[config.mk]
export PLATFORM = sky130hd
export DESIGN_NAME = apb_strb_requester_flat
export DESIGN_NICKNAME = d
export VERILOG_FILES = /design/src/rtl/apb_strb_requester_if.sv /design/src/rtl/apb_strb_requester.sv /design/src/flat_wrapper.sv
export SDC_FILE = /design/constraint.sdc
export NUM_CORES = 1
export LEC_CHECK = 0
export ABC_AREA = 1
export BUFFER_PORTS_ARGS = -buffer_cell sky130_fd_sc_hd__buf_2
export CAP_MARGIN = 20
export CORE_MARGIN = 2
export CORE_UTILIZATION = 40
export CTS_CLUSTER_SIZE = 10
export DETAILED_ROUTE_END_ITERATION = 6
export GPL_TIMING_DRIVEN = 0
export PLACE_DENSITY = 0.71
export SYNTH_ARGS = -nofsm -noshare
export SYNTH_HDL_FRONTEND = slang
export SYNTH_SLANG_ARGS = --single-unit
[constraint.sdc]
create_clock -name PCLK -period 5.7 [get_ports PCLK]
set_input_delay 1.14 -clock PCLK [delete_from_list [all_inputs] [get_ports PCLK]]
set_output_delay 1.14 -clock PCLK [all_outputs]
set_load 0.05 [all_outputs]
[src/rtl/apb_strb_requester_if.sv]
// Command/response port and APB4 bus of apb_strb_requester.
// master = requester view, slave = CPU-side driver plus APB completer view.
interface apb_strb_requester_if;
    logic        cmd_valid;
    logic        cmd_ready;
    logic        cmd_write;
    logic [31:0] cmd_addr;
    logic [1:0]  cmd_size;
    logic [31:0] cmd_wdata;
    logic        rsp_valid;
    logic [31:0] rsp_rdata;
    logic        rsp_error;
    logic        PSEL;
    logic        PENABLE;
    logic        PWRITE;
    logic [31:0] PADDR;
    logic [31:0] PWDATA;
    logic [3:0]  PSTRB;
    logic        PREADY;
    logic [31:0] PRDATA;
    logic        PSLVERR;

    modport master (
        input  cmd_valid, cmd_write, cmd_addr, cmd_size, cmd_wdata, PREADY, PRDATA, PSLVERR,
        output cmd_ready, rsp_valid, rsp_rdata, rsp_error,
               PSEL, PENABLE, PWRITE, PADDR, PWDATA, PSTRB
    );
    modport slave (
        output cmd_valid, cmd_write, cmd_addr, cmd_size, cmd_wdata, PREADY, PRDATA, PSLVERR,
        input  cmd_ready, rsp_valid, rsp_rdata, rsp_error,
               PSEL, PENABLE, PWRITE, PADDR, PWDATA, PSTRB
    );
endinterface

[src/rtl/apb_strb_requester.sv]
// APB4 requester: byte-addressed 1/2/4-byte commands become one or two word-aligned
// strobed transfers. Define APB_TIMEOUT_EN to abort ACCESS after TIMEOUT_CYCLES wait cycles.
module apb_strb_requester #(
    parameter int unsigned TIMEOUT_CYCLES = 16
) (
    input logic                  PCLK,
    input logic                  PRESETn,
    apb_strb_requester_if.master bus
);
    typedef enum logic [1:0] {IDLE, SETUP, ACCESS} state_t;

    state_t      state_reg, state_next;
    logic [29:0] word_reg, word_next;
    logic [1:0]  off_reg, off_next;
    logic [1:0]  size_reg, size_next;
    logic        write_reg, write_next;
    logic [31:0] wdata_reg, wdata_next;
    logic [7:0]  mask_reg, mask_next;
    logic        beat_reg, beat_next;
    logic [31:0] acc_reg, acc_next;
    logic        psel_reg, psel_next;
    logic        penable_reg, penable_next;
    logic        pwrite_reg, pwrite_next;
    logic [31:0] paddr_reg, paddr_next;
    logic [31:0] pwdata_reg, pwdata_next;
    logic [3:0]  pstrb_reg, pstrb_next;
    logic        rsp_valid_reg, rsp_valid_next;
    logic [31:0] rsp_rdata_reg, rsp_rdata_next;
    logic        rsp_error_reg, rsp_error_next;

`ifdef APB_TIMEOUT_EN
    localparam int CNT_W = $clog2(TIMEOUT_CYCLES + 1);
    logic [CNT_W-1:0] tmo_cnt_reg, tmo_cnt_next;
`endif

    // Byte-lane decode of the incoming command
    logic [7:0] cmd_mask8;
    logic       cmd_split;
    logic       cmd_illegal;

    always_comb begin
        case (bus.cmd_size)
            2'd0:    cmd_mask8 = 8'h01;
            2'd1:    cmd_mask8 = 8'h03;
            default: cmd_mask8 = 8'h0F;
        endcase
        cmd_mask8   = cmd_mask8 << bus.cmd_addr[1:0];
        cmd_split   = |cmd_mask8[7:4];
        cmd_illegal = (bus.cmd_size == 2'd3) || (cmd_split && (&bus.cmd_addr[31:2]));
    end

    // Read result keeps only the requested number of bytes
    logic [2:0]  nbytes;
    logic [31:0] rd_mask;
    assign nbytes = (size_reg == 2'd0) ? 3'd1 : (size_reg == 2'd1) ? 3'd2 : 3'd4;

    generate
        for (genvar gi = 0; gi < 4; gi++) begin : g_rd_mask
            assign rd_mask[gi*8 +: 8] = {8{3'(gi) < nbytes}};
        end
    endgenerate

    logic [5:0]  lo_shift;
    logic [5:0]  hi_shift;
    logic [31:0] rd_result;
    assign lo_shift  = {1'b0, off_reg, 3'b000};
    assign hi_shift  = 6'd32 - lo_shift;
    assign rd_result = (beat_reg ? (acc_reg | (bus.PRDATA << hi_shift))
                                 : (bus.PRDATA >> lo_shift)) & rd_mask;

    always_comb begin
        state_next     = state_reg;
        word_next      = word_reg;
        off_next       = off_reg;
        size_next      = size_reg;
        write_next     = write_reg;
        wdata_next     = wdata_reg;
        mask_next      = mask_reg;
        beat_next      = beat_reg;
        acc_next       = acc_reg;
        psel_next      = psel_reg;
        penable_next   = penable_reg;
        pwrite_next    = pwrite_reg;
        paddr_next     = paddr_reg;
        pwdata_next    = pwdata_reg;
        pstrb_next     = pstrb_reg;
        rsp_valid_next = 1'b0;
        rsp_rdata_next = rsp_rdata_reg;
        rsp_error_next = rsp_error_reg;
`ifdef APB_TIMEOUT_EN
        tmo_cnt_next   = tmo_cnt_reg;
`endif
        case (state_reg)
            IDLE: begin
                if (bus.cmd_valid) begin
                    word_next  = bus.cmd_addr[31:2];
                    off_next   = bus.cmd_addr[1:0];
                    size_next  = bus.cmd_size;
                    write_next = bus.cmd_write;
                    wdata_next = bus.cmd_wdata;
                    mask_next  = cmd_mask8;
                    beat_next  = 1'b0;
                    acc_next   = '0;
                    if (cmd_illegal) begin
                        rsp_valid_next = 1'b1;
                        rsp_error_next = 1'b1;
                        rsp_rdata_next = '0;
                    end else begin
                        state_next   = SETUP;
                        psel_next    = 1'b1;
                        penable_next = 1'b0;
                        pwrite_next  = bus.cmd_write;
                        paddr_next   = {bus.cmd_addr[31:2], 2'b00};
                        pwdata_next  = bus.cmd_wdata << {bus.cmd_addr[1:0], 3'b000};
                        pstrb_next   = bus.cmd_write ? cmd_mask8[3:0] : 4'h0;
                    end
                end
            end
            SETUP: begin
                state_next   = ACCESS;
                penable_next = 1'b1;
`ifdef APB_TIMEOUT_EN
                tmo_cnt_next = '0;
`endif
            end
            ACCESS: begin
                if (bus.PREADY) begin
                    if (!beat_reg && (|mask_reg[7:4]) && !bus.PSLVERR) begin
                        state_next   = SETUP;
                        penable_next = 1'b0;
                        beat_next    = 1'b1;
                        acc_next     = bus.PRDATA >> lo_shift;
                        paddr_next   = {word_reg + 30'd1, 2'b00};
                        pwdata_next  = wdata_reg >> hi_shift;
                        pstrb_next   = write_reg ? mask_reg[7:4] : 4'h0;
                    end else begin
                        state_next     = IDLE;
                        psel_next      = 1'b0;
                        penable_next   = 1'b0;
                        rsp_valid_next = 1'b1;
                        rsp_error_next = bus.PSLVERR;
                        rsp_rdata_next = (bus.PSLVERR || write_reg) ? 32'h0 : rd_result;
                    end
                end
`ifdef APB_TIMEOUT_EN
                else if (tmo_cnt_reg == CNT_W'(TIMEOUT_CYCLES - 1)) begin
                    state_next     = IDLE;
                    psel_next      = 1'b0;
                    penable_next   = 1'b0;
                    rsp_valid_next = 1'b1;
                    rsp_error_next = 1'b1;
                    rsp_rdata_next = '0;
                end else begin
                    tmo_cnt_next = tmo_cnt_reg + 1'b1;
                end
`endif
            end
            default: state_next = IDLE;
        endcase
    end

    always_ff @(posedge PCLK or negedge PRESETn) begin
        if (!PRESETn) begin
            state_reg     <= IDLE;
            word_reg      <= '0;
            off_reg       <= '0;
            size_reg      <= '0;
            write_reg     <= 1'b0;
            wdata_reg     <= '0;
            mask_reg      <= '0;
            beat_reg      <= 1'b0;
            acc_reg       <= '0;
            psel_reg      <= 1'b0;
            penable_reg   <= 1'b0;
            pwrite_reg    <= 1'b0;
            paddr_reg     <= '0;
            pwdata_reg    <= '0;
            pstrb_reg     <= '0;
            rsp_valid_reg <= 1'b0;
            rsp_rdata_reg <= '0;
            rsp_error_reg <= 1'b0;
`ifdef APB_TIMEOUT_EN
            tmo_cnt_reg   <= '0;
`endif
        end else begin
            state_reg     <= state_next;
            word_reg      <= word_next;
            off_reg       <= off_next;
            size_reg      <= size_next;
            write_reg     <= write_next;
            wdata_reg     <= wdata_next;
            mask_reg      <= mask_next;
            beat_reg      <= beat_next;
            acc_reg       <= acc_next;
            psel_reg      <= psel_next;
            penable_reg   <= penable_next;
            pwrite_reg    <= pwrite_next;
            paddr_reg     <= paddr_next;
            pwdata_reg    <= pwdata_next;
            pstrb_reg     <= pstrb_next;
            rsp_valid_reg <= rsp_valid_next;
            rsp_rdata_reg <= rsp_rdata_next;
            rsp_error_reg <= rsp_error_next;
`ifdef APB_TIMEOUT_EN
            tmo_cnt_reg   <= tmo_cnt_next;
`endif
        end
    end

    assign bus.cmd_ready = (state_reg == IDLE);
    assign bus.PSEL      = psel_reg;
    assign bus.PENABLE   = penable_reg;
    assign bus.PWRITE    = pwrite_reg;
    assign bus.PADDR     = paddr_reg;
    assign bus.PWDATA    = pwdata_reg;
    assign bus.PSTRB     = pstrb_reg;
    assign bus.rsp_valid = rsp_valid_reg;
    assign bus.rsp_rdata = rsp_rdata_reg;
    assign bus.rsp_error = rsp_error_reg;
endmodule
[src/flat_wrapper.sv]
// flat-port wrapper written by rule: the top's interface ports become plain ports
module apb_strb_requester_flat 
#(
    parameter int unsigned TIMEOUT_CYCLES = 16
)
  (PCLK, PRESETn, bus_cmd_valid, bus_cmd_write, bus_cmd_addr, bus_cmd_size, bus_cmd_wdata, bus_PREADY, bus_PRDATA, bus_PSLVERR, bus_cmd_ready, bus_rsp_valid, bus_rsp_rdata, bus_rsp_error, bus_PSEL, bus_PENABLE, bus_PWRITE, bus_PADDR, bus_PWDATA, bus_PSTRB);
  apb_strb_requester_if bus_i ();
  input logic PCLK;
  input logic PRESETn;
  input wire logic [$bits(bus_i.cmd_valid)-1:0] bus_cmd_valid;
  input wire logic [$bits(bus_i.cmd_write)-1:0] bus_cmd_write;
  input wire logic [$bits(bus_i.cmd_addr)-1:0] bus_cmd_addr;
  input wire logic [$bits(bus_i.cmd_size)-1:0] bus_cmd_size;
  input wire logic [$bits(bus_i.cmd_wdata)-1:0] bus_cmd_wdata;
  input wire logic [$bits(bus_i.PREADY)-1:0] bus_PREADY;
  input wire logic [$bits(bus_i.PRDATA)-1:0] bus_PRDATA;
  input wire logic [$bits(bus_i.PSLVERR)-1:0] bus_PSLVERR;
  output wire logic [$bits(bus_i.cmd_ready)-1:0] bus_cmd_ready;
  output wire logic [$bits(bus_i.rsp_valid)-1:0] bus_rsp_valid;
  output wire logic [$bits(bus_i.rsp_rdata)-1:0] bus_rsp_rdata;
  output wire logic [$bits(bus_i.rsp_error)-1:0] bus_rsp_error;
  output wire logic [$bits(bus_i.PSEL)-1:0] bus_PSEL;
  output wire logic [$bits(bus_i.PENABLE)-1:0] bus_PENABLE;
  output wire logic [$bits(bus_i.PWRITE)-1:0] bus_PWRITE;
  output wire logic [$bits(bus_i.PADDR)-1:0] bus_PADDR;
  output wire logic [$bits(bus_i.PWDATA)-1:0] bus_PWDATA;
  output wire logic [$bits(bus_i.PSTRB)-1:0] bus_PSTRB;
  assign bus_i.cmd_valid = bus_cmd_valid;
  assign bus_i.cmd_write = bus_cmd_write;
  assign bus_i.cmd_addr = bus_cmd_addr;
  assign bus_i.cmd_size = bus_cmd_size;
  assign bus_i.cmd_wdata = bus_cmd_wdata;
  assign bus_i.PREADY = bus_PREADY;
  assign bus_i.PRDATA = bus_PRDATA;
  assign bus_i.PSLVERR = bus_PSLVERR;
  assign bus_cmd_ready = bus_i.cmd_ready;
  assign bus_rsp_valid = bus_i.rsp_valid;
  assign bus_rsp_rdata = bus_i.rsp_rdata;
  assign bus_rsp_error = bus_i.rsp_error;
  assign bus_PSEL = bus_i.PSEL;
  assign bus_PENABLE = bus_i.PENABLE;
  assign bus_PWRITE = bus_i.PWRITE;
  assign bus_PADDR = bus_i.PADDR;
  assign bus_PWDATA = bus_i.PWDATA;
  assign bus_PSTRB = bus_i.PSTRB;
  apb_strb_requester #(.TIMEOUT_CYCLES(TIMEOUT_CYCLES)) u_core (.PCLK(PCLK), .PRESETn(PRESETn), .bus(bus_i));
endmodule
---- Yosys cells after proc, flatten, opt, wreduce, memory -nomap -nowiden ----
Index checks and enable logic that the tools add are counted.
word-level totals
  register bits after elaboration ......... 215
  input bits .............................. 104
  output and inout port bits .............. 106
  word-level logic and storage cells ...... 125
operators by class
  $add $sub $neg .......................... 2
  magnitude comparators ................... 4
  equality and inequality tests ........... 11
  shift-type cells ........................ 5
  mux-type cells .......................... 59
  bitwise logic cells ..................... 3
  reductions and logical operators ........ 23
operators by type and width
  operator                 number
  $mux W32                 17
  $pmux W32 S2             4
  $and A32 B32 Y32         1
  $or A32 B32 Y32          1
  $shl A32 B5 Y32          1
  $shl A32 B6 Y32          1
  $shr A32 B5 Y32          1
  $shr A32 B6 Y32          1
  $add A30 B1 Y30 const B  1
  $reduce_and A30 Y1       1
  $mux W4                  6
  $mux W1                  19
  $pmux W4 S2              2
  $reduce_and A5 Y1        3
  $ne A2 B2 Y1 const B     4
  $pmux W1 S2              4
  $reduce_and A4 Y1        2
  $reduce_or A4 Y1         2
  $shl A4 B2 Y8            1
  $eq A2 B1 Y1 const B     3
  $logic_not A2 Y1         3
  $lt A1 B3 Y1 const A     2
  $lt A2 B3 Y1 const A     2
  $mux W2                  3
  other kinds (14)         22

---- Depth between registers and ports, before layout ----
Gate-level depths: netlist of run 1.
  word-level depth ........................ 9
  depth in mapped cells ................... 14
  gate-level depth less buffers ........... 12

---- Worst setup path after synthesis of run 1 ----
No wires, ideal clock.
  path kind ............................... register to register
  start ................................... register u_core.off_reg[0]
  end ..................................... register u_core.pwdata_reg[13], in the netlist u_core.bus.PWDATA[13]
  library setup time ...................... 0.066 ns
  arrival ................................. 2.283 ns
  required time ........................... 5.634 ns
  path slack .............................. 3.351 ns
  cell stages (with the launch flop) ...... 14
  path buffers ............................ 6
  clock period less this slack ............ 2.349 ns
  path through ............................ dfrtp_1 > buf_2 > inv_1 > buf_2 > buf_2 > ha_1 > buf_2 > inv_1 > buf_2 > buf_1 > a21oi_1 > o31ai_1 > nand3_1 > nand2_1
on the way
  word-level cells in the longest chain between the ends .. 5
RTL lines
  element                 line                       text
  start, declared         apb_strb_requester.sv:14   logic [1:0] off_reg, off_next;
  start signal, assigned  apb_strb_requester.sv:188  off_reg <= off_next;
  $sub A6 B5 Y6           apb_strb_requester.sv:67   assign hi_shift = 6'd32 - lo_shift;
  $shr A32 B6 Y32         apb_strb_requester.sv:134  pwdata_next = wdata_reg >> hi_shift;
  $mux W32                apb_strb_requester.sv:128  if (!beat_reg && (|mask_reg[7:4]) && !bus.PSLVERR) begin
  $mux W32                apb_strb_requester.sv:127  if (bus.PREADY) begin
  $pmux W32 S2            apb_strb_requester.sv:93   case (state_reg)
  end signal, assigned    apb_strb_requester.sv:199  pwdata_reg <= pwdata_next;
  end, declared           apb_strb_requester.sv:25   logic [31:0] pwdata_reg, pwdata_next;
Every way passes these cells. The select of a mux whose other input is x is not followed.
A chain may end at the register's enable or synchronous reset.

---- Worst setup path in the final report of run 1 ----
  start ................................... register u_core.off_reg[0]
  end ..................................... register u_core.pwdata_reg[14], in the netlist u_core.bus.PWDATA[14]
The elaborated chain is that of the path after synthesis.

==> key figures, run 1 <==
Power and ir drop
  – Power dissipated by switching net loads: 4.81 mW
  – Power density relative to cell area: 631 nW/um^2
  – Pleak: 7.35 nW
  – Share of total power in the clock network: 0.164
  – IR Drop Worst-Case VDD: 0.506 mV
  – Internal power: 4.22 mW
  – Switching share of power: 0.533
  – Flop pwr share: 0.273
  – Logic pwr share: 0.563

Cells and area
  – Final Core Density: 0.483
  – Summed area of non-filler cells in the final layout: 14300 um^2
  – Total number of nets in the final design: 2077
  – Growth of design area from synthesis to finish: 19.1%
  – Proportion of layout cells with a drive suffix above 1: 0.162

Worst setup path
  – Setup Crit Path Kind: reg -> reg
  – Buffering stage count on the worst path with inverters included: 8
  – Critical Path Most Common Cell: buf_2
  – Count of cells along the worst register-to-register path: 13
  – Reg2Reg Launch Point: u_core.off_reg[0]$_DFFE_PN0P_
  – Critical path cell sequence: buf_2 -> inv_1 -> buf_2 -> buf_2 -> ha_1 -> buf_2 -> inv_1 -> buf_2 -> buf_1 -> a21oi_1 -> o31ai_1 -> nand3_1 -> nand2_1
  – Capture point of the worst reg-to-reg path: u_core.bus.PWDATA[14]$_DFFE_PN0P_
  – Critical path capture point: u_core.bus.PWDATA[14]$_DFFE_PN0P_
  – WP data required: 6.19 ns
  – Start point of the critical path: u_core.off_reg[0]$_DFFE_PN0P_
  – Kind of end point of the critical path: flip-flop
  – Kind of cell adding the most delay to the critical path: buffers and inverters
  – Cell depth of the worst setup path: 13
  – Critical-path top delay cell: buf_1
  – R2r setup slk: 2.32 ns
  – Arrival @ worst endpoint: 3.86 ns
  – Maximum fanout count along the critical path: 10
  – Kind of start point of the critical path: flip-flop
  – Delay contributed by the slowest stage of the critical path: 0.52 ns

Logic synthesis
  – Syn Inst Count: 1735
  – Most instantiated library cell after synthesis: nand2_1
  – Summed instance area of the synthesized netlist: 12000 um^2
  – Avg Cell Area, Syn: 6.93 um^2
  – Share of synthesized registers carrying an async set or reset: 1.00
  – Sequential share of the synthesized area: 0.433
  – Netlist cell types: 37
  – Dominant cell type by area after synthesis: dfrtp_1
  – Total of flip-flops plus latches after synthesis: 208
  – Syn. warnings: 0
  – Top post-synthesis cells by area: dfrtp_1, nand2_1, nand3_1, o21ai_0, inv_1
  – EDFF count, synth: 0
  – Ys flop type: dfrtp_1
  – Area share of the largest cell type after synthesis: 0.433
  – Leading cell types by count after synthesis: nand2_1, dfrtp_1, nand3_1

Timing
  – Least-Margin Pin Slew: 0.891 ns
  – Crit path setup slack, layout: 2.32 ns
  – Period minus WS final: 3.38 ns
  – Fmax achieved: 0.296 GHz
  – Number of endpoints with negative hold slack in the final report: 0
  – Total setup violations reported at the end of the flow: 0
  – Worst clock skew on the final layout: 0.0166 ns
  – Post-route clock period utilization: 0.593
  – Setup repair after global routing missed its margin: no
  – Post-Route Hold Slack: 0.469 ns
  – Normalized max-slew margin: 0.406
  – Number of max-slew violations in the final report: 0

Placement
  – Sum of net half-perimeters after detailed placement: 34.7 mm
  – Number of input and output port buffers inserted: 207
  – Routability cong.: 1.00
  – Standard cell area after detailed placement: 13600 um^2
  – Setup Slack @ Placement: 2.47 ns

Clock tree
  – # clock sinks: 208
  – # resized after CTS: 0
  – Worst-skew pair later-pin latency: 0.55 ns
  – TritonCTS clock tree: yes
  – Clock root buffer master: clkbuf_16
  – Hold-fix buffer count after cts: 0
  – Clock transition at the registers of the reported paths: 0.06 ns
  – Cts bufs inserted: 25
  – Number of buffers between clock root and the deepest sink: 3
  – H-tree depth: 1
  – Post-CTS repair timing setup buffer count: 0

GRT
  – Via count of the first global-routing pass: 12200
  – Wire length of the first global-routing pass: 70.6 mm
  – Largest net degree at the start of global routing: 108
  – Number of antenna violations at the first check in global routing: 4
  – Combined global-route utilization of all metal layers: 0.293
  – Total global routing overflow: 0

Floorplanning
  – Initial Util: 0.406
  – Count of pins on the block boundary: 210
  – Num rows: 63
  – Chip width: 177 um
  – Placeable Area: 29600 um^2
  – DIE HEIGHT: 177 um
  – Area enclosed by the die boundary: 31500 um^2

Route
  – Per-cell routed wire length: 19.7 um
  – Total via count in the routed design: 13000
  – Initial DRT Pass Iterations: 6
  – Starting DRC count in detailed routing: 1378
  – Post-route DRC: 0
  – Post-route antenna net violation count: 0
  – Total detailed-routing wirelength: 46.7 mm
  – Via density: 5.50

Run status
  – Run status: finished clean

Run
  – Count of max-cap constraint violations: 0

Min path
  – HP Class: reg -> reg
  – Launch instance of the worst min-delay path: u_core.bus.PWRITE$_DFFE_PN0P_
[area by class of cell]
type / count / area, um^2
Buffer: 102 / 510
Timing Repair Buffer: 208 / 1070
Tap cell: 390 / 488
Sequential cell: 208 / 5200
Fill cell: 3142 / 15300
Clock buffer: 32 / 702
Multi-Input combinational cell: 1296 / 5820
Inverter: 130 / 488
Clock inverter: 1 / 20.0
Antenna cell: 4 / 10.0
[worst reg2reg max path: stages, from the launching register on]
cell	delay, ns
dfrtp_1	0.35
buf_2	0.17
inv_1	0.16
buf_2	0.26
buf_2	0.32
ha_1	0.28
buf_2	0.18
inv_1	0.08
buf_2	0.29
buf_1	0.52
a21oi_1	0.10
o31ai_1	0.37
nand3_1	0.14
nand2_1	0.10
[layout by cell type (no fill, tap or decap), types with 14 or more instances in the layout]
master	count
o21ai_1	14
a21oi_1	21
clkbuf_16	25
dfrtp_1	208
nand2_1	693
o22ai_1	20
buf_2	244
clkbuf_1	45
inv_1	125
o211ai_1	47
o21ai_0	155
or2_2	14
nand3_1	178
nor2_1	96
[cell families (layout without fill, tap and decap cells)]
| family | count (synthesis) | after routing | synth area share |
|---|---|---|---|
| and+or+nand+nor | 999 | 999 | 0.338 |
| adders and majority gates | 2 | 2 | 0.00208 |
| other | 1 | 6 | 0.000312 |
| buffers and inverters | 232 | 473 | 0.0831 |
| AOI/OAI and AO/OA | 290 | 290 | 0.141 |
| muxes | 3 | 3 | 0.00250 |
| DFF | 208 | 208 | 0.433 |
[power by group through the flow]
stage | sequential [mW] | clock (mW) | combinational [mW]
final | 2.47 | 1.48 | 5.08
after global routing | 2.53 | 1.56 | 5.49
after CTS | 2.45 | 1.50 | 5.03
after detailed placement | 2.47 | 0 | 5.00
after global placement | 2.46 | 0 | 4.93
after floorplan | 3.27 | 0 | 2.58
[per-layer routing]
layer | track usage | routed length (um) | up-vias
met2 | 0.452 | 20500 | 717
met4 | 0.103 | 1610 | 0
met3 | 0.0368 | 4290 | 107
met1 | 0.425 | 20300 | 6145
li1 | - | - | 6078
met5 | 0 | 0 | -
[worst min path at each step]
| stage | slack, ns | cells past startpoint | end |
|---|---|---|---|
| 2_1_floorplan | 0.44 | 2 | u_core.size_reg[0]$_DFFE_PN0P_ |
| 3_3_place_gp | 0.45 | 2 | u_core.bus.PADDR[9]$_DFFE_PN0P_ |
| 3_5_place_dp | 0.46 | 2 | u_core.bus.PWDATA[14]$_DFFE_PN0P_ |
| 4_1_cts | 0.47 | 2 | u_core.bus.PWRITE$_DFFE_PN0P_ |
| 5_1_grt | 0.49 | 2 | u_core.bus.rsp_rdata[0]$_DFFE_PN0P_ |
| 6_report | 0.47 | 2 | u_core.bus.PWRITE$_DFFE_PN0P_ |
[through the flow]
stage               cells  power, mW  setup TNS, ns
floorplan            1736       5.85              0
global placement     2333       7.39         -42.16
detailed placement   2334       7.47              0
CTS                  2367       8.98              0
global route         2371       9.57              0
finish               2371       9.03              0
No activity file was read; power rests on OpenSTA's default activity.
==> run 2: changes to the inputs <==
ABC_AREA = 0   (was 1)
PLACE_DENSITY = 0.74   (was 0.71)
clock period = 2.78 ns   (was 5.7 ns; I/O delays follow)
==> key figures, run 2 <==
Worst setup path
  – Kind of cell adding the most delay to the critical path: buffers and inverters
  – R2r setup slk: 0.06 ns
  – Critical-path top delay cell: clkbuf_1
  – Critical path capture point: u_core.bus.rsp_rdata[31]$_DFFE_PN0P_
  – Critical Path Most Common Cell: inv_1
  – Count of cells along the worst register-to-register path: 9
  – Kind of start point of the critical path: flip-flop
  – Kind of end point of the critical path: flip-flop
  – Setup Crit Path Kind: reg -> reg
  – Arrival @ worst endpoint: 3.18 ns
  – Reg2Reg Launch Point: u_core.off_reg[1]$_DFFE_PN0P_
  – Maximum fanout count along the critical path: 19
  – Cell depth of the worst setup path: 9
  – Start point of the critical path: u_core.off_reg[1]$_DFFE_PN0P_
  – Buffering stage count on the worst path with inverters included: 5
  – WP data required: 3.25 ns
  – Critical path cell sequence: clkbuf_2 -> buf_8 -> inv_1 -> ha_2 -> inv_1 -> clkbuf_1 -> a31oi_1 -> a211oi_1 -> mux2_2
  – Delay contributed by the slowest stage of the critical path: 0.49 ns
  – Capture point of the worst reg-to-reg path: u_core.bus.rsp_rdata[31]$_DFFE_PN0P_

Floorplanning
  – DIE HEIGHT: 177 um
  – Num rows: 63
  – Placeable Area: 29500 um^2
  – Count of pins on the block boundary: 210
  – Initial Util: 0.404
  – Chip width: 177 um
  – Area enclosed by the die boundary: 31200 um^2

Route
  – Initial DRT Pass Iterations: 5
  – Starting DRC count in detailed routing: 1038
  – Per-cell routed wire length: 21.3 um
  – Via density: 5.78
  – Total detailed-routing wirelength: 40.2 mm
  – Total via count in the routed design: 10900
  – Post-route DRC: 0
  – Post-route antenna net violation count: 0

Logic synthesis
  – Area share of the largest cell type after synthesis: 0.437
  – Post-synthesis share of cell area spent on full adders, half adders and majority gates: 0.00210
  – Simple-gate share of the synthesized area: 0.167
  – Syn Inst Count: 1244
  – Avg Cell Area, Syn: 9.58 um^2
  – Top post-synthesis cells by area: dfrtp_1, nand2_1, mux2i_1, mux2_2, mux2_4
  – Most instantiated library cell after synthesis: nand2_1
  – Dominant combinational cell family by area after synthesis: multiplexers
  – Sequential share of the synthesized area: 0.437
  – Ys flop type: dfrtp_1
  – EDFF count, synth: 0
  – Syn. warnings: 0
  – Parity-gate share of the synthesized area counting xor and xnor cells: 0.00808
  – Summed instance area of the synthesized netlist: 11900 um^2
  – Netlist cell types: 68
  – Share of the synthesized area in compound gates (AO/OA/AOI/OAI): 0.154
  – Total of flip-flops plus latches after synthesis: 208
  – Leading cell types by count after synthesis: nand2_1, dfrtp_1, mux2i_1
  – Share of synthesized registers carrying an async set or reset: 1.00
  – Proportion of synthesized area in mux cells: 0.183
  – Dominant cell type by area after synthesis: dfrtp_1

GRT
  – Total global routing overflow: 0
  – Via count of the first global-routing pass: 10500
  – Largest net degree at the start of global routing: 87
  – Combined global-route utilization of all metal layers: 0.253
  – Wire length of the first global-routing pass: 61.3 mm
  – Number of antenna violations at the first check in global routing: 7

Min path
  – HP Class: in -> reg

Clock tree
  – H-tree depth: 1
  – Cts bufs inserted: 27
  – Number of buffers between clock root and the deepest sink: 3
  – # clock sinks: 208
  – Clock root buffer master: clkbuf_16
  – Post-CTS repair timing setup buffer count: 0
  – Clock transition at the registers of the reported paths: 0.05 ns
  – Worst-skew pair later-pin latency: 0.55 ns
  – TritonCTS clock tree: yes

Power and ir drop
  – IR Drop Worst-Case VDD: 0.833 mV
  – Pleak: 6.97 nW
  – Power density relative to cell area: 1240 nW/um^2

Run
  – Count of max-cap constraint violations: 0

Timing
  – Post-route clock period utilization: 0.978
  – Fmax achieved: 0.368 GHz
  – Normalized max-slew margin: 0.427
  – Period minus WS final: 2.72 ns
  – Number of max-slew violations in the final report: 0
  – Setup repair after global routing missed its margin: no
  – Least-Margin Pin Slew: 0.856 ns
  – Worst clock skew on the final layout: 0.0226 ns
  – Number of endpoints with negative hold slack in the final report: 0
  – Setup TNS: 0 ns
  – Total setup violations reported at the end of the flow: 0

Cells and area
  – Total number of nets in the final design: 1585
  – Growth of design area from synthesis to finish: 21.4%
  – Leading cell types in the layout, fill and taps excluded: nand2_1, buf_2, dfrtp_1
  – Final Core Density: 0.491
  – Most frequent standard cell in the layout excluding fill and tap cells: nand2_1
  – Proportion of layout cells with a drive suffix above 1: 0.259

Run status
  – Run status: finished clean

Placement
  – Routability cong.: 0.967
  – Sum of net half-perimeters after detailed placement: 28.9 mm
  – Number of input and output port buffers inserted: 205
run 2: cell types whose count changed after synthesis, moves of 30 or more:
cell | before | now
mux2i_1 | 3 | 91
o211ai_1 | 47 | 13
nor2_1 | 96 | 65
inv_1 | 125 | 23
nand2_1 | 693 | 268
a22o_1 | 0 | 32
mux2_4 | 0 | 30
o21ai_0 | 155 | 42
nand3_1 | 178 | 17
mux2_2 | 0 | 55
a21oi_1 | 21 | 52
run 2: layout make-up:
type / instances / area (um^2)
Clock buffer: 39 / 771
Timing Repair Buffer: 208 / 1100
Inverter: 24 / 92.6
Multi-Input combinational cell: 917 / 6190
Fill cell: 2799 / 15000
Tap cell: 390 / 488
Clock inverter: 4 / 77.6
Antenna cell: 4 / 10.0
Buffer: 93 / 534
Sequential cell: 208 / 5200
run 2: repair_timing:
| action | CTS | global route |
|---|---|---|
| hold buffers | 1 | 0 |
| resized for setup | 18 | 18 |
| endpoints found under the setup margin | 67 | 75 |
| endpoints found under the hold margin | 40 | 0 |
| cloned | 0 | 0 |
| pin swaps | 0 | 1 |
run 2: where the power goes:
group	total, mW	internal, mW	switching, mW
clock	3.43	2.08	1.34
combinational	9.53	3.28	6.25
sequential	4.98	4.14	0.843
total	17.9	9.49	8.44
run 2: worst min path at each step:
| stage | cells after the start | slack [ns] | startpoint | to |
|---|---|---|---|---|
| global route | 3 | 0.23 | bus_cmd_wdata[31] | u_core.wdata_reg[31]$_DFFE_PN0P_ |
| global placement | 2 | 0.45 | u_core.wdata_reg[1]$_DFFE_PN0P_ | u_core.wdata_reg[1]$_DFFE_PN0P_ |
| CTS | 3 | 0.21 | bus_cmd_wdata[29] | u_core.wdata_reg[29]$_DFFE_PN0P_ |
| floorplan | 0 | 0.26 | PRESETn | u_core.acc_reg[0]$_DFFE_PN0P_ |
| finish | 3 | 0.23 | bus_cmd_wdata[29] | u_core.wdata_reg[29]$_DFFE_PN0P_ |
| detailed placement | 2 | 0.46 | u_core.wdata_reg[4]$_DFFE_PN0P_ | u_core.wdata_reg[4]$_DFFE_PN0P_ |
run 2: kinds of logic after synthesis:
group	after synthesis
buffers and inverters	120
AO/OA/AOI/OAI	261
multiplexers	189
XOR/XNOR	11
AND/OR/NAND/NOR	452
flip-flops	208
other	1
adder cells (fa/ha/maj)	2
run 2: stage by stage:
| stage | hold WS, ns | setup WS (ns) | total power [mW] | cell area, um^2 | std cells |
|---|---|---|---|---|---|
| 6_report | 0.233 | 0.0618 | 17.9 | 14500 | 1887 |
| 5_1_grt | 0.231 | 0.00441 | 18.9 | 14500 | 1886 |
| 3_3_place_gp | 0.451 | -2.57 | 14.1 | 13400 | 1840 |
| 4_1_cts | 0.213 | 0.0156 | 17.8 | 14400 | 1883 |
| 3_5_place_dp | 0.456 | -0.816 | 14.2 | 13500 | 1842 |
| 2_1_floorplan | 0.260 | 0.0554 | 11.7 | 11900 | 1245 |
run 2: worst register-to-register path, cell delays in order (launching register included):
cell and delay [ns]:
dfrtp_1 0.32, clkbuf_2 0.27, buf_8 0.24, inv_1 0.09, ha_2 0.24, inv_1 0.16, clkbuf_1 0.49, a31oi_1 0.15
a211oi_1 0.46, mux2_2 0.24
run 2: per-layer routing:
| layer | share of wire | up-vias | global-route usage |
|---|---|---|---|
| met5 | 0.0010 | - | 0 |
| met4 | 0.031 | 6 | 0.0899 |
| met3 | 0.097 | 87 | 0.0525 |
| met2 | 0.46 | 597 | 0.395 |
| met1 | 0.41 | 5303 | 0.347 |
| li1 | - | 4919 | - |
==> run 3: changes to the inputs <==
==> constraint.sdc (replaced) <==
create_clock -name PCLK -period 2.78 [get_ports PCLK]
set_input_delay 0.278 -clock PCLK [delete_from_list [all_inputs] [get_ports PCLK]]
set_output_delay 0.278 -clock PCLK [all_outputs]
set_load 0.05 [all_outputs]
==> key figures, run 3 (same netlist as run 2, synthesis figures left out) <==
Clock tree
  – Post-CTS repair timing setup buffer count: 0
  – Clock root buffer master: clkbuf_16
  – Number of buffers between clock root and the deepest sink: 3
  – H-tree depth: 1
  – Cts bufs inserted: 27
  – # clock sinks: 208
  – Clock transition at the registers of the reported paths: 0.06 ns
  – TritonCTS clock tree: yes
  – Worst-skew pair later-pin latency: 0.55 ns

Timing
  – Number of endpoints with negative hold slack in the final report: 0
  – Post-route clock period utilization: 0.969
  – Setup TNS: 0 ns
  – Least-Margin Pin Slew: 0.824 ns
  – Worst clock skew on the final layout: 0.0256 ns
  – Period minus WS final: 2.69 ns
  – Normalized max-slew margin: 0.448
  – Number of max-slew violations in the final report: 0
  – Post-Route Hold Slack: 0.0203 ns
  – Setup repair after global routing missed its margin: no
  – Total setup violations reported at the end of the flow: 0
  – Fmax achieved: 0.371 GHz

Route
  – Total via count in the routed design: 11300
  – Starting DRC count in detailed routing: 1144
  – Per-cell routed wire length: 21.0 um
  – Total detailed-routing wirelength: 40.8 mm
  – Post-route antenna net violation count: 0
  – Initial DRT Pass Iterations: 5
  – Via density: 5.81
  – Post-route DRC: 0

GRT
  – Wire length of the first global-routing pass: 62.5 mm
  – Via count of the first global-routing pass: 10900
  – Combined global-route utilization of all metal layers: 0.257
  – Number of antenna violations at the first check in global routing: 1
  – Total global routing overflow: 0
  – Largest net degree at the start of global routing: 87

Run
  – Count of max-cap constraint violations: 0

Placement
  – Sum of net half-perimeters after detailed placement: 28.9 mm
  – Standard cell area after detailed placement: 13500 um^2
  – Number of input and output port buffers inserted: 205
  – Routability cong.: 0.967

Floorplanning
  – Chip width: 177 um
  – Initial Util: 0.404
  – Placeable Area: 29500 um^2
  – Num rows: 63
  – DIE HEIGHT: 177 um
  – Area enclosed by the die boundary: 31200 um^2
  – Count of pins on the block boundary: 210

Worst setup path
  – R2r setup slk: 0.09 ns
  – Reg2Reg Launch Point: u_core.off_reg[1]$_DFFE_PN0P_
  – Critical Path Most Common Cell: inv_1
  – Critical path cell sequence: clkbuf_2 -> buf_8 -> inv_1 -> ha_2 -> inv_1 -> clkbuf_1 -> a31oi_1 -> a211oi_1 -> mux2_2
  – Kind of start point of the critical path: flip-flop
  – Maximum fanout count along the critical path: 19
  – Setup Crit Path Kind: reg -> reg
  – Count of cells along the worst register-to-register path: 9
  – Delay contributed by the slowest stage of the critical path: 0.49 ns
  – WP data required: 3.24 ns
  – Kind of end point of the critical path: flip-flop
  – Arrival @ worst endpoint: 3.16 ns
  – Capture point of the worst reg-to-reg path: u_core.bus.rsp_rdata[31]$_DFFE_PN0P_
  – Critical-path top delay cell: clkbuf_1

Cells and area
  – Leading cell types in the layout, fill and taps excluded: nand2_1, buf_2, dfrtp_1
  – Filler Cells Inserted: 2723
  – Summed area of non-filler cells in the final layout: 15000 um^2
  – Proportion of layout cells with a drive suffix above 1: 0.249
  – Growth of design area from synthesis to finish: 26.1%
  – Most frequent standard cell in the layout excluding fill and tap cells: nand2_1
  – Final Core Density: 0.510
  – Number of antenna cells inserted: 0
  – Total number of nets in the final design: 1643

Power and ir drop
  – Pleak: 7.21 nW
  – Power density relative to cell area: 1200 nW/um^2
  – Total Power: 18.0 mW
  – IR Drop Worst-Case VDD: 0.991 mV

Min path
  – Launch instance of the worst min-delay path: bus_cmd_wdata[13]
  – Min-Delay Path Depth: 3
  – HP Class: in -> reg
  – Endpoint, Worst Hold: u_core.wdata_reg[13]$_DFFE_PN0P_

Run status
  – Run status: finished clean
==> run 3: cell count changes in the layout (fill, tap and decap cells not counted) <==
cell           change
dlygate4sd3_1     +58
clkbuf_4           -1
nor2_1             -1
nor2_2             +1
clkbuf_1           +1
clkbuf_2           -1
o22ai_2            -1
buf_2              +1
o22ai_1            +1
diode_2            -4
==> run 3: metrics by stage <==
step	std cells	setup slack (ns)
floorplan	1245	0.0554
global placement	1840	-2.29
detailed placement	1842	-0.816
CTS	1941	0.0156
global route	1941	0.000875
finish	1941	0.0874
==> run 3: cell type report <==
class	instances	area, um^2	share of cell area
tap	390	488	0.0325
clock buffer	39	771	0.0513
sequential	208	5200	0.346
timing repair buffer	266	1680	0.112
clock inverter	4	77.6	0.00516
buffer	93	531	0.0353
inverter	24	92.6	0.00616
multi-input combinational	917	6180	0.411
==> run 3: per-layer routing <==
metal  track usage  vias to the layer above  wire (um)
met1         0.351                     5490      16800
met4        0.0957                        2       1440
met3        0.0472                       99       3830
met2         0.406                      664      18700
met5             0                        -         11
li1              -                     5028          -
==> run 3: how the worst max path moves through the flow <==
stage                              startpoint                                    to  slack (ns)  cells after the start
2_1_floorplan   u_core.off_reg[1]$_DFFE_PN0P_  u_core.bus.rsp_rdata[30]$_DFFE_PN0P_        0.06                     12
4_1_cts         u_core.off_reg[0]$_DFFE_PN0P_     u_core.bus.PWDATA[14]$_DFFE_PN0P_        0.02                      7
6_report        u_core.off_reg[1]$_DFFE_PN0P_  u_core.bus.rsp_rdata[31]$_DFFE_PN0P_        0.09                      9
3_5_place_dp    u_core.off_reg[1]$_DFFE_PN0P_   u_core.bus.rsp_rdata[0]$_DFFE_PN0P_       -0.82                     11
3_3_place_gp                          PRESETn     u_core.bus.PWDATA[26]$_DFFE_PN0P_       -2.29                      1
5_1_grt        u_core.mask_reg[5]$_DFFE_PN0P_     u_core.bus.PWDATA[29]$_DFFE_PN0P_      0.0009                      7
==> run 3: what timing repair did <==
action | CTS | global route
hold buffers | 59 | 0
hold endpoints to repair | 98 | 0
setup endpoints to repair | 67 | 75
pin swaps | 0 | 1
resized for setup | 18 | 15
==> run 3: critical path: cells and delay by family, from the launching register on <==
kind | cells | cell delay (ns)
flops | 1 | 0.32
compound gates | 2 | 0.59
fa+ha+maj | 1 | 0.24
mux | 1 | 0.23
buf+inv | 5 | 1.25
==> run 3: power breakdown <==
| part | leakage, nW | total (mW) | internal, mW | switching (mW) |
|---|---|---|---|---|
| combinational | 4.13 | 9.60 | 3.32 | 6.28 |
| sequential | 2.67 | 5.00 | 4.14 | 0.861 |
| clock | 0.414 | 3.43 | 2.08 | 1.35 |
